$ cat src/rtl/sync_fifo_ctrl_pkg.sv
`default_nettype none
// ============================================================================
// fifo_pkg : shared types, constants and parameter checks for sync_fifo_ctrl
// Revision : 1.0
// ============================================================================
package fifo_pkg;

  // One bit above the address width lets the count reach FIFO_DEPTH exactly.
  localparam int COUNT_GUARD_BITS = 1;

  typedef enum logic {
    FIFO_STD  = 1'b0,
    FIFO_FWFT = 1'b1
  } fifo_mode_e;

  function automatic int count_width(input int aw);
    return aw + COUNT_GUARD_BITS;
  endfunction

  function automatic bit depth_ok(input int depth, input int aw);
    return (aw >= 1) && (depth == (1 << aw));
  endfunction

  function automatic bit thresholds_ok(input int depth, input int ae, input int af);
    return (ae >= 0) && (ae < af) && (af <= depth);
  endfunction

endpackage
`default_nettype wire

$ cat src/rtl/sync_fifo_ctrl_if.sv
`default_nettype none
// ============================================================================
// sync_fifo_ctrl_if : write/read handshake and status bundle of sync_fifo_ctrl
// Revision : 1.0
// ============================================================================
interface sync_fifo_ctrl_if
  import fifo_pkg::*;
#(
  parameter int DATA_WIDTH    = 8,
  parameter int ADDRESS_WIDTH = 4
);
  logic [DATA_WIDTH-1:0]                   Data_in;
  logic                                    WriteEn_in;
  logic                                    ReadEn_in;
  logic [DATA_WIDTH-1:0]                   Data_out;
  logic                                    Full_out;
  logic                                    AlmostFull_out;
  logic                                    Empty_out;
  logic                                    AlmostEmpty_out;
  logic                                    Valid_out;
  logic [count_width(ADDRESS_WIDTH)-1:0]   Count_out;
  logic                                    Overflow_out;
  logic                                    Underflow_out;

  modport master (
    output Data_in, WriteEn_in, ReadEn_in,
    input  Data_out, Full_out, AlmostFull_out, Empty_out, AlmostEmpty_out,
           Valid_out, Count_out, Overflow_out, Underflow_out
  );

  modport slave (
    input  Data_in, WriteEn_in, ReadEn_in,
    output Data_out, Full_out, AlmostFull_out, Empty_out, AlmostEmpty_out,
           Valid_out, Count_out, Overflow_out, Underflow_out
  );
endinterface
`default_nettype wire

$ cat src/rtl/sync_fifo_ctrl_dpram.sv
`default_nettype none
// ============================================================================
// fifo_dpram : simple dual-port RAM, one write port, one registered read port
// Revision : 1.0
// ============================================================================
module fifo_dpram #(
  parameter int DATA_WIDTH    = 8,
  parameter int ADDRESS_WIDTH = 4
) (
  input  wire logic                     clk,
  input  wire logic                     rst,
  input  wire logic                     wr_en,
  input  wire logic [ADDRESS_WIDTH-1:0] wr_addr,
  input  wire logic [DATA_WIDTH-1:0]    wr_data,
  input  wire logic                     rd_en,
  input  wire logic [ADDRESS_WIDTH-1:0] rd_addr,
  output logic      [DATA_WIDTH-1:0]    rd_data
);
  localparam int DEPTH = 1 << ADDRESS_WIDTH;

  logic [DATA_WIDTH-1:0] mem_q [DEPTH];
  logic [DATA_WIDTH-1:0] rd_data_d, rd_data_q;

  // Read register holds its word until the next enabled read.
  always_comb begin
    rd_data_d = rd_data_q;
    if (rd_en) rd_data_d = mem_q[rd_addr];
  end

  always_ff @(posedge clk) begin
    if (wr_en) mem_q[wr_addr] <= wr_data;
  end

  always_ff @(posedge clk) begin
    if (rst) rd_data_q <= '0;
    else     rd_data_q <= rd_data_d;
  end

  assign rd_data = rd_data_q;
endmodule
`default_nettype wire

$ cat src/rtl/sync_fifo_ctrl.sv
`default_nettype none
// ============================================================================
// sync_fifo_ctrl : single-clock FIFO controller, standard or FWFT read,
//                  occupancy count, almost flags and sticky error flags
// Revision : 1.0
// ============================================================================
module sync_fifo_ctrl
  import fifo_pkg::*;
#(
  parameter int DATA_WIDTH          = 8,
  parameter int ADDRESS_WIDTH       = 4,
  parameter int FIFO_DEPTH          = 1 << ADDRESS_WIDTH,
  parameter int FWFT                = 0,
  parameter int ALMOST_FULL_THRESH  = FIFO_DEPTH - 2,
  parameter int ALMOST_EMPTY_THRESH = 2
) (
  input wire logic        Clk,
  input wire logic        Clear_in,
  sync_fifo_ctrl_if.slave bus
);
  localparam int         CW   = count_width(ADDRESS_WIDTH);
  localparam fifo_mode_e MODE = (FWFT != 0) ? FIFO_FWFT : FIFO_STD;

  typedef logic [CW-1:0]            count_t;
  typedef logic [ADDRESS_WIDTH-1:0] ptr_t;

  generate
    if (!depth_ok(FIFO_DEPTH, ADDRESS_WIDTH) ||
        !thresholds_ok(FIFO_DEPTH, ALMOST_EMPTY_THRESH, ALMOST_FULL_THRESH)) begin : g_param_check
      $fatal(1, "sync_fifo_ctrl: invalid depth or almost-flag thresholds");
    end
  endgenerate

  ptr_t                  wr_ptr_q, wr_ptr_d, rd_ptr_q, rd_ptr_d;
  count_t                count_q, count_d;
  logic                  full_q, full_d, afull_q, afull_d;
  logic                  empty_q, empty_d, aempty_q, aempty_d;
  logic                  valid_q, valid_d, ovf_q, ovf_d, udf_q, udf_d;
  logic                  sel_ram_q, sel_ram_d;
  logic [DATA_WIDTH-1:0] byp_q, byp_d, ram_rdata;
  logic                  wr_acc, rd_acc, ram_we, ram_re, head_free, ram_nz;

  always_comb begin
    wr_acc  = bus.WriteEn_in & ~full_q;
    rd_acc  = bus.ReadEn_in & ~empty_q;
    count_d = count_q;
    if (wr_acc && !rd_acc)      count_d = count_q + count_t'(1);
    else if (rd_acc && !wr_acc) count_d = count_q - count_t'(1);
    full_d   = (count_d == count_t'(FIFO_DEPTH));
    afull_d  = (count_d >= count_t'(ALMOST_FULL_THRESH));
    empty_d  = (count_d == '0);
    aempty_d = (count_d <= count_t'(ALMOST_EMPTY_THRESH));
    ovf_d    = ovf_q | (bus.WriteEn_in & full_q);
    udf_d    = udf_q | (bus.ReadEn_in & empty_q);
  end

  // In FWFT mode the output register is the head slot; the RAM holds the rest.
  always_comb begin
    head_free = rd_acc | empty_q;
    ram_nz    = (count_q > count_t'(1));
    ram_we    = wr_acc;
    ram_re    = rd_acc;
    byp_d     = byp_q;
    sel_ram_d = sel_ram_q;
    valid_d   = rd_acc;
    if (MODE == FIFO_FWFT) begin
      ram_re = head_free & ram_nz;
      ram_we = wr_acc & ~(head_free & ~ram_nz);
      if (head_free && !ram_nz && wr_acc) begin
        byp_d     = bus.Data_in;
        sel_ram_d = 1'b0;
      end else if (ram_re) begin
        sel_ram_d = 1'b1;
      end
      valid_d = (count_d != '0);
    end
    wr_ptr_d = ram_we ? wr_ptr_q + ptr_t'(1) : wr_ptr_q;
    rd_ptr_d = ram_re ? rd_ptr_q + ptr_t'(1) : rd_ptr_q;
  end

  always_ff @(posedge Clk) begin
    if (Clear_in) begin
      wr_ptr_q  <= '0;
      rd_ptr_q  <= '0;
      count_q   <= '0;
      full_q    <= 1'b0;
      afull_q   <= 1'b0;
      empty_q   <= 1'b1;
      aempty_q  <= 1'b1;
      valid_q   <= 1'b0;
      ovf_q     <= 1'b0;
      udf_q     <= 1'b0;
      sel_ram_q <= 1'b0;
      byp_q     <= '0;
    end else begin
      wr_ptr_q  <= wr_ptr_d;
      rd_ptr_q  <= rd_ptr_d;
      count_q   <= count_d;
      full_q    <= full_d;
      afull_q   <= afull_d;
      empty_q   <= empty_d;
      aempty_q  <= aempty_d;
      valid_q   <= valid_d;
      ovf_q     <= ovf_d;
      udf_q     <= udf_d;
      sel_ram_q <= sel_ram_d;
      byp_q     <= byp_d;
    end
  end

  fifo_dpram #(
    .DATA_WIDTH    (DATA_WIDTH),
    .ADDRESS_WIDTH (ADDRESS_WIDTH)
  ) u_ram (
    .clk     (Clk),
    .rst     (Clear_in),
    .wr_en   (ram_we),
    .wr_addr (wr_ptr_q),
    .wr_data (bus.Data_in),
    .rd_en   (ram_re),
    .rd_addr (rd_ptr_q),
    .rd_data (ram_rdata)
  );

  assign bus.Data_out        = (MODE == FIFO_FWFT && !sel_ram_q) ? byp_q : ram_rdata;
  assign bus.Valid_out       = valid_q;
  assign bus.Count_out       = count_q;
  assign bus.Full_out        = full_q;
  assign bus.AlmostFull_out  = afull_q;
  assign bus.Empty_out       = empty_q;
  assign bus.AlmostEmpty_out = aempty_q;
  assign bus.Overflow_out    = ovf_q;
  assign bus.Underflow_out   = udf_q;
endmodule
`default_nettype wire

$ cat src/flat_wrapper.sv
// flat-port wrapper written by rule: the top's interface ports become plain ports
module sync_fifo_ctrl_flat import fifo_pkg::*;
#(
  parameter int DATA_WIDTH          = 8,
  parameter int ADDRESS_WIDTH       = 4,
  parameter int FIFO_DEPTH          = 1 << ADDRESS_WIDTH,
  parameter int FWFT                = 0,
  parameter int ALMOST_FULL_THRESH  = FIFO_DEPTH - 2,
  parameter int ALMOST_EMPTY_THRESH = 2
)
  (Clk, Clear_in, bus_Data_in, bus_WriteEn_in, bus_ReadEn_in, bus_Data_out, bus_Full_out, bus_AlmostFull_out, bus_Empty_out, bus_AlmostEmpty_out, bus_Valid_out, bus_Count_out, bus_Overflow_out, bus_Underflow_out);
  sync_fifo_ctrl_if #(.DATA_WIDTH(DATA_WIDTH), .ADDRESS_WIDTH(ADDRESS_WIDTH)) bus_i ();
  input wire logic Clk;
  input wire logic Clear_in;
  input wire logic [$bits(bus_i.Data_in)-1:0] bus_Data_in;
  input wire logic [$bits(bus_i.WriteEn_in)-1:0] bus_WriteEn_in;
  input wire logic [$bits(bus_i.ReadEn_in)-1:0] bus_ReadEn_in;
  output wire logic [$bits(bus_i.Data_out)-1:0] bus_Data_out;
  output wire logic [$bits(bus_i.Full_out)-1:0] bus_Full_out;
  output wire logic [$bits(bus_i.AlmostFull_out)-1:0] bus_AlmostFull_out;
  output wire logic [$bits(bus_i.Empty_out)-1:0] bus_Empty_out;
  output wire logic [$bits(bus_i.AlmostEmpty_out)-1:0] bus_AlmostEmpty_out;
  output wire logic [$bits(bus_i.Valid_out)-1:0] bus_Valid_out;
  output wire logic [$bits(bus_i.Count_out)-1:0] bus_Count_out;
  output wire logic [$bits(bus_i.Overflow_out)-1:0] bus_Overflow_out;
  output wire logic [$bits(bus_i.Underflow_out)-1:0] bus_Underflow_out;
  assign bus_i.Data_in = bus_Data_in;
  assign bus_i.WriteEn_in = bus_WriteEn_in;
  assign bus_i.ReadEn_in = bus_ReadEn_in;
  assign bus_Data_out = bus_i.Data_out;
  assign bus_Full_out = bus_i.Full_out;
  assign bus_AlmostFull_out = bus_i.AlmostFull_out;
  assign bus_Empty_out = bus_i.Empty_out;
  assign bus_AlmostEmpty_out = bus_i.AlmostEmpty_out;
  assign bus_Valid_out = bus_i.Valid_out;
  assign bus_Count_out = bus_i.Count_out;
  assign bus_Overflow_out = bus_i.Overflow_out;
  assign bus_Underflow_out = bus_i.Underflow_out;
  sync_fifo_ctrl #(.DATA_WIDTH(DATA_WIDTH), .ADDRESS_WIDTH(ADDRESS_WIDTH), .FIFO_DEPTH(FIFO_DEPTH), .FWFT(FWFT), .ALMOST_FULL_THRESH(ALMOST_FULL_THRESH), .ALMOST_EMPTY_THRESH(ALMOST_EMPTY_THRESH)) u_core (.Clk(Clk), .Clear_in(Clear_in), .bus(bus_i));
endmodule
$ cat config.mk
export PLATFORM = sky130hd
export DESIGN_NAME = sync_fifo_ctrl_flat
export DESIGN_NICKNAME = d
export VERILOG_FILES = /design/src/rtl/sync_fifo_ctrl_pkg.sv /design/src/rtl/sync_fifo_ctrl_if.sv /design/src/rtl/sync_fifo_ctrl_dpram.sv /design/src/rtl/sync_fifo_ctrl.sv /design/src/flat_wrapper.sv
export SDC_FILE = /design/constraint.sdc
export NUM_CORES = 1
export LEC_CHECK = 0
export ABC_AREA = 1
export BUFFER_PORTS_ARGS = -buffer_cell sky130_fd_sc_hd__buf_2
export CAP_MARGIN = 20
export CORE_MARGIN = 3
export CORE_UTILIZATION = 25
export CTS_CLUSTER_DIAMETER = 50
export DETAILED_ROUTE_END_ITERATION = 16
export GPL_TIMING_DRIVEN = 0
export PLACE_DENSITY = 0.38
export SETUP_SLACK_MARGIN = 0.3
export SYNTH_ARGS = -nofsm -noshare
export SYNTH_HDL_FRONTEND = slang
export SYNTH_SLANG_ARGS = --single-unit
$ cat constraint.sdc
create_clock -name Clk -period 1.5 [get_ports Clk]
set_input_delay 0.3 -clock Clk [delete_from_list [all_inputs] [get_ports Clk]]
set_output_delay 0.3 -clock Clk [all_outputs]
set_load 0.1 [all_outputs]
# Yosys cells after proc, flatten, opt, wreduce, memory -nomap -nowiden
# Memories as Yosys holds them, arrays and structs flattened. A register that Yosys moved wholly into a read port is not among the register bits.
# Cells that the tools add are included.
[totals] reg_bits=20 ramBits=128 input_bits=12 output_inout_bits=20 mem_count=1
[memory_table] name="u_core.u_ram.mem_q" words=16 word_bits=8 rd=1 rd_clocked_by_memory_dff=1 write_ports=1 line_no="sync_fifo_ctrl_dpram.sv:21" source="logic [DATA_WIDTH-1:0] mem_q [DEPTH];"
[op_classes] addsub=4 magnitude_cmp=2 n_eq_ne=1 muxes=4 n_bitwise=8 n_reduce_logical=5
[ops] op="5-bit 2-to-1 mux" n=2
[ops] op="4-bit by 1-bit adder with 4-bit output, second input constant" n=2
[ops] op="5-bit by 1-bit adder with 5-bit output, second input constant" n=1
[ops] op="5-bit equality test, second input constant" n=1
[ops] op="5-bit by 4-bit greater-or-equal comparator with 1-bit output, second input constant" n=1
[ops] op="5-bit by 2-bit <= comparator with 1-bit output, second input constant" n=1
[ops] op="5-bit zero test" n=1
[ops] op="5-bit by 1-bit subtractor with 5-bit output, second input constant" n=1
[ops] op="1-bit bitwise AND" n=4
[ops] op="1-bit logical AND" n=2
[ops] op="1-bit zero test" n=2
[ops] op="1-bit 2-to-1 mux" n=2
[ops] op="1-bit inverter" n=2
[ops] op="1-bit bitwise OR" n=2

# Depth between registers and ports, before layout
[logic_depth] depth_word=7 depth_mapped=12 ltp_nobuf=12

# By module
# From an unflattened synthesis, not the netlist that was laid out.
[unflattened] hier_cells=627 area_unflattened_um2=6560.0
[by_module_without_submodules] module="fifo_dpram" n_inst=1 cells_each=490 area_per_inst_um2=5577.8
[by_module_without_submodules] module="sync_fifo_ctrl" n_inst=1 cells_each=137 area_per_inst_um2=982.2

# Worst setup path after synthesis
# OpenSTA, ideal clock, no wires.
[synth_path] path_kind="reg-to-reg" from="register u_core.count_q[1], in the netlist u_core.bus.Count_out[1]" to="register u_core.empty_q, in the netlist u_core.bus.Empty_out" setup_ns=0.120 t_arrival_ns=2.046 setup_slack_ns=-0.666 path_stages_with_launch=7 n_path_buf=0 cell_sequence="dfxtp_1 -> ha_1 -> nand3_1 -> xor2_1 -> or2_2 -> nand2_1 -> o21bai_2"
[synth_via] elab_chain_len=4
[synth_lines] item="start: declaration" line_no="sync_fifo_ctrl.sv:35" source="count_t count_q, count_d;"
[synth_lines] item="start signal: assignment" line_no="sync_fifo_ctrl.sv:98" source="count_q <= count_d;"
[synth_lines] item="5-bit by 1-bit subtractor with 5-bit output" line_no="sync_fifo_ctrl.sv:48" source="else if (rd_acc && !wr_acc) count_d = count_q - count_t'(1);"
[synth_lines] item="5-bit 2-to-1 mux" line_no="sync_fifo_ctrl.sv:48"
[synth_lines] item="5-bit 2-to-1 mux (*)" line_no="sync_fifo_ctrl.sv:47" source="if (wr_acc && !rd_acc) count_d = count_q + count_t'(1);"
[synth_lines] item="5-bit zero test (*)" line_no="sync_fifo_ctrl.sv:51" source="empty_d = (count_d == '0);"
[synth_lines] item="end signal: assignment" line_no="sync_fifo_ctrl.sv:101" source="empty_q <= empty_d;"
[synth_lines] item="end: declaration" line_no="sync_fifo_ctrl.sv:37" source="logic empty_q, empty_d, aempty_q, aempty_d;"
# Mark *: on every way between the ends. The rest lies on a longest branch, timed or not.
# A chain may end at the register's enable or synchronous reset.

==> implementation parameters <==
Parameter                              Value

Clock network
  Root buf cell ... clkbuf_16
  Num Clock Sinks ... roughly 160
  Clk pin slew, worst setup/hold paths ... about 0.060 ns
  TritonCTS clock tree ... done
  Number of buffers inserted during clock tree synthesis ... 17
  Max Root-Sink Buffers ... 2
  Insertion delay to the later sink of the worst-skew pair ... roughly 0.42 ns
  Total of hold buffers inserted after clock tree synthesis ... 0
  Max H-tree Level ... 4

Detailed routing
  Number of vias after detailed routing ... roughly 4,800
  Remaining antenna violation count after routing ... 0
  Routed wirelength normalized by instance count ... 18.0 microns
  Initial drt markers ... 276
  Average vias per placed instance ... about 4.5
  Post-route DRC violation count ... 0
  Router iterations before antenna repair ... 4
  Final WL ... approximately 19 mm

Synthesis
  Async set or reset register ratio after synthesis ... 0%
  Net count after synthesis ... around 650
  Mapped Cells ... 630
  Number of library cell types mapped by synthesis ... 29
  Top FF cell, synth ... edfxtp_1
  Syn Std Cell Area ... between 6000 and 7000 sq um
  Dominant cell type by area after synthesis ... edfxtp_1
  Flip-flop and latch count after synthesis ... between 150 and 200
  Fraction of post-synthesis cell area in the top cell type by area ... 58.7%
  Avg Inst Size Synth ... approximately 10 sq um
  Number of enable-type register cells in the synthesized netlist ... between 100 and 150
  Number of warnings printed during yosys synthesis ... 0
  Sequential element share of the synthesized area ... between 60% and 70%
  Dominant cells by area after synthesis ... edfxtp_1, nand2_1, dfxtp_1, nand3_1, nor2_1

Timing
  Max Clock Skew ... ~0.01 ns
  Worst-margin pin slew ... 0.588 ns
  Sum of negative setup slack ... 0 ns
  Unrepaired setup endpoints after global routing ... yes
  Minimum clock period after layout ... 1.47 ns
  # setup viols final ... 0
  Final count of pins violating max slew ... 0
  Worst-case headroom to the max-slew limit ... about three fifths
  FMAX ... about 0.68 GHz
  Final worst path period share ... 97.9%
  Minimum setup slack in the final design ... roughly 0.032 ns
  Final count of hold timing violations ... 0

Global routing
  Initial antenna violation count ... 0
  Pin count of the biggest net entering global routing ... 17
  GR Util All Layers ... between 10 and 15%
  Sum of overflow across all layers after global routing ... 0
  Wire length of the first global-routing pass ... ~29 mm
  Number of global-route vias before repair ... roughly 4,800

Worst setup path
  Longest individual stage delay on the worst path ... ~0.38 ns
  Worst path slowest cell ... dfxtp_4
  Number of cells on the worst reg-to-reg path ... 11
  FF-to-FF End ... u_core.u_ram.rd_data[5]
  Required time of the critical path ... around 1.8 ns
  Library cell appearing most often on the critical path ... nand2_1
  Capture point of the worst path ... u_core.u_ram.rd_data[5]
  Crit path cell chain ... inv_4 > buf_12 > clkbuf_16 > nand2_1 > nand3_2 > nand3_2 > nand2_2 > nand2_1 > nand2_1 > o21ai_1 > inv_1
  Register-to-register setup slack ... around 0.032 ns
  Startpoint of the most critical register-to-register path ... u_core.rd_ptr_q[0]
  Data arrival at the endpoint of the critical path ... 1.78 ns
  Critical path start-end classification ... flop to flop
  Timing startpoint of the critical path ... u_core.rd_ptr_q[0]
  Crit path max fanout ... 6
  Crit path capture type ... flop
  Setup crit start kind ... flop

Min path
  Worst hold path class ... input pin to flop

Floorplan
  Number of rows in the core area ... just under 60
  Floorplan die area ... approximately 28,000 sq um
  Core area ... 25,500 sq um
  Die W ... roughly 170 microns
  Top-level I/O count ... 32
  Initial standard-cell utilization of the core ... around a quarter
  Die Ht ... about 170 microns

Finish
  Final Net Count ... between 700 and 800
  Commonest non-fill, non-tap cell in the layout ... nand2_1
  Area growth, synth to finish ... 44.2%
  Share of layout cells above drive strength 1 ... 39.6%
  Leading cell types in the layout, fill and taps excluded ... nand2_1, edfxtp_1, nand3_1
  Number of filler cells placed in the layout ... between 2,000 and 2,500
  Antenna Diode Count ... 0

Power and ir drop
  Power Dens Cells ... approximately 1300 nW/um^2
  Clock power share ... 32.8%
  Sw Ratio ... between 30% and 40%
  Reg power frac ... 40.6%
  Cell-internal power ... ~8.4 mW
  Static leakage power ... about 3.5 nW
  Peak VDD IR ... about 0.77 mV
  Combinational fraction of design power ... about a quarter
  Sw power ... 4.00 mW

Run status
  Outcome ... finished clean

Placed design
  Count of input and output buffers ... 30
  GP Congestion ... 0.806
  HPWL after DPL ... between 10 and 15 mm
  Pre-CTS setup slack ... -0.205 ns

Flow run
  Max-cap violations ... 0
-- final cells by class --
class                           instances  area, sq um  share of cell area (%)
Sequential cell                       156         4470                    47.4
Multi-Input combinational cell        410         2550                    27.0
Timing Repair Buffer                   67          983                    10.4
Clock buffer                           18          429                    4.55
Tap cell                              330          413                    4.37
Buffer                                 30          312                    3.30
Inverter                               34          163                    1.72
Clock inverter                         14          119                    1.26
-- worst max-delay path: cells and delay by family (launching register included) --
kind            cells  cell delay [ns]
compound gates      1             0.12
buf+inv             4             0.39
simple gates        6             0.46
flops               1             0.38
-- layer usage --
metal	routed length (microns)	GRT usage, %	part of all wire, %
met3	461	2.23	2.4
met1	8560	17.9	45
met4	401	4.80	2.1
met2	9600	22.7	50
met5	0	0	0
-- timing repair --
item	CTS	global route
cloned	0	2
resized for setup	181	88
endpoints found under the setup margin	166	166
pin swaps	30	52
buffers inserted	31	4
-- cells by family after synthesis --
family | share of synthesized area [%]
buffers and inverters | 4.61
and+or+nand+nor | 23.8
AOI/OAI and AO/OA | 2.81
xor gates and xnor gates | 0.134
adders and majority gates | 1.34
DFF | 67.3
-- power groups by stage --
stage          clock [mW]  combinational, mW  sequential, mW
2_1_floorplan           0               1.08            5.69
3_3_place_gp            0               2.28            5.07
4_1_cts              4.16               2.94            5.04
5_1_grt              4.32               3.53            5.06
3_5_place_dp            0               2.28            5.08
6_report             4.06               3.31            5.04
-- cell usage after synthesis, types with 6 or more instances --
master,number
buf_2,13
nand2_1,202
o21ai_1,8
ha_1,7
nor2_1,48
nand3_1,106
buf_4,10
a21oi_1,20
inv_1,26
dfxtp_1,28
inv_2,6
edfxtp_1,128
-- metrics by stage --
step	util [%]	power [mW]	hold slack, ns	cells	instance area, sq um
final	37.1	12.4	0.185	1059	9440
after global routing	37.1	12.9	0.194	1059	9440
after CTS	35.5	12.1	0.172	1053	9030
after detailed placement	29.1	7.36	0.451	990	7400
after global placement	29.1	7.36	0.441	990	7400
after floorplan	-	6.77	0.399	630	6840
-- how the worst min path moves through the flow --
stage,startpoint,endpoint,cells after the start
6_report,bus_ReadEn_in,u_core.bus.Underflow_out,3
5_1_grt,bus_WriteEn_in,u_core.bus.Overflow_out,3
2_1_floorplan,bus_Data_in[0],u_core.u_ram.mem_q[0][0],0
3_5_place_dp,u_core.bus.Underflow_out,u_core.bus.Underflow_out,2
3_3_place_gp,u_core.bus.Overflow_out,u_core.bus.Overflow_out,2
4_1_cts,bus_WriteEn_in,u_core.bus.Overflow_out,3
-- flip-flops by register name, summed over array words and instances, names as in the netlist --
name / flops
u_core.bus.AlmostEmpty_out: 1
u_core.bus.AlmostFull_out: 1
u_core.bus.Count_out: 5
u_core.bus.Empty_out: 1
u_core.bus.Full_out: 1
u_core.bus.Overflow_out: 1
u_core.bus.Underflow_out: 1
u_core.bus.Valid_out: 1
u_core.rd_ptr_q: 4
u_core.u_ram.mem_q: 128
u_core.u_ram.rd_data: 8
u_core.wr_ptr_q: 4
Note: power is estimated with default switching activity, not from simulation.
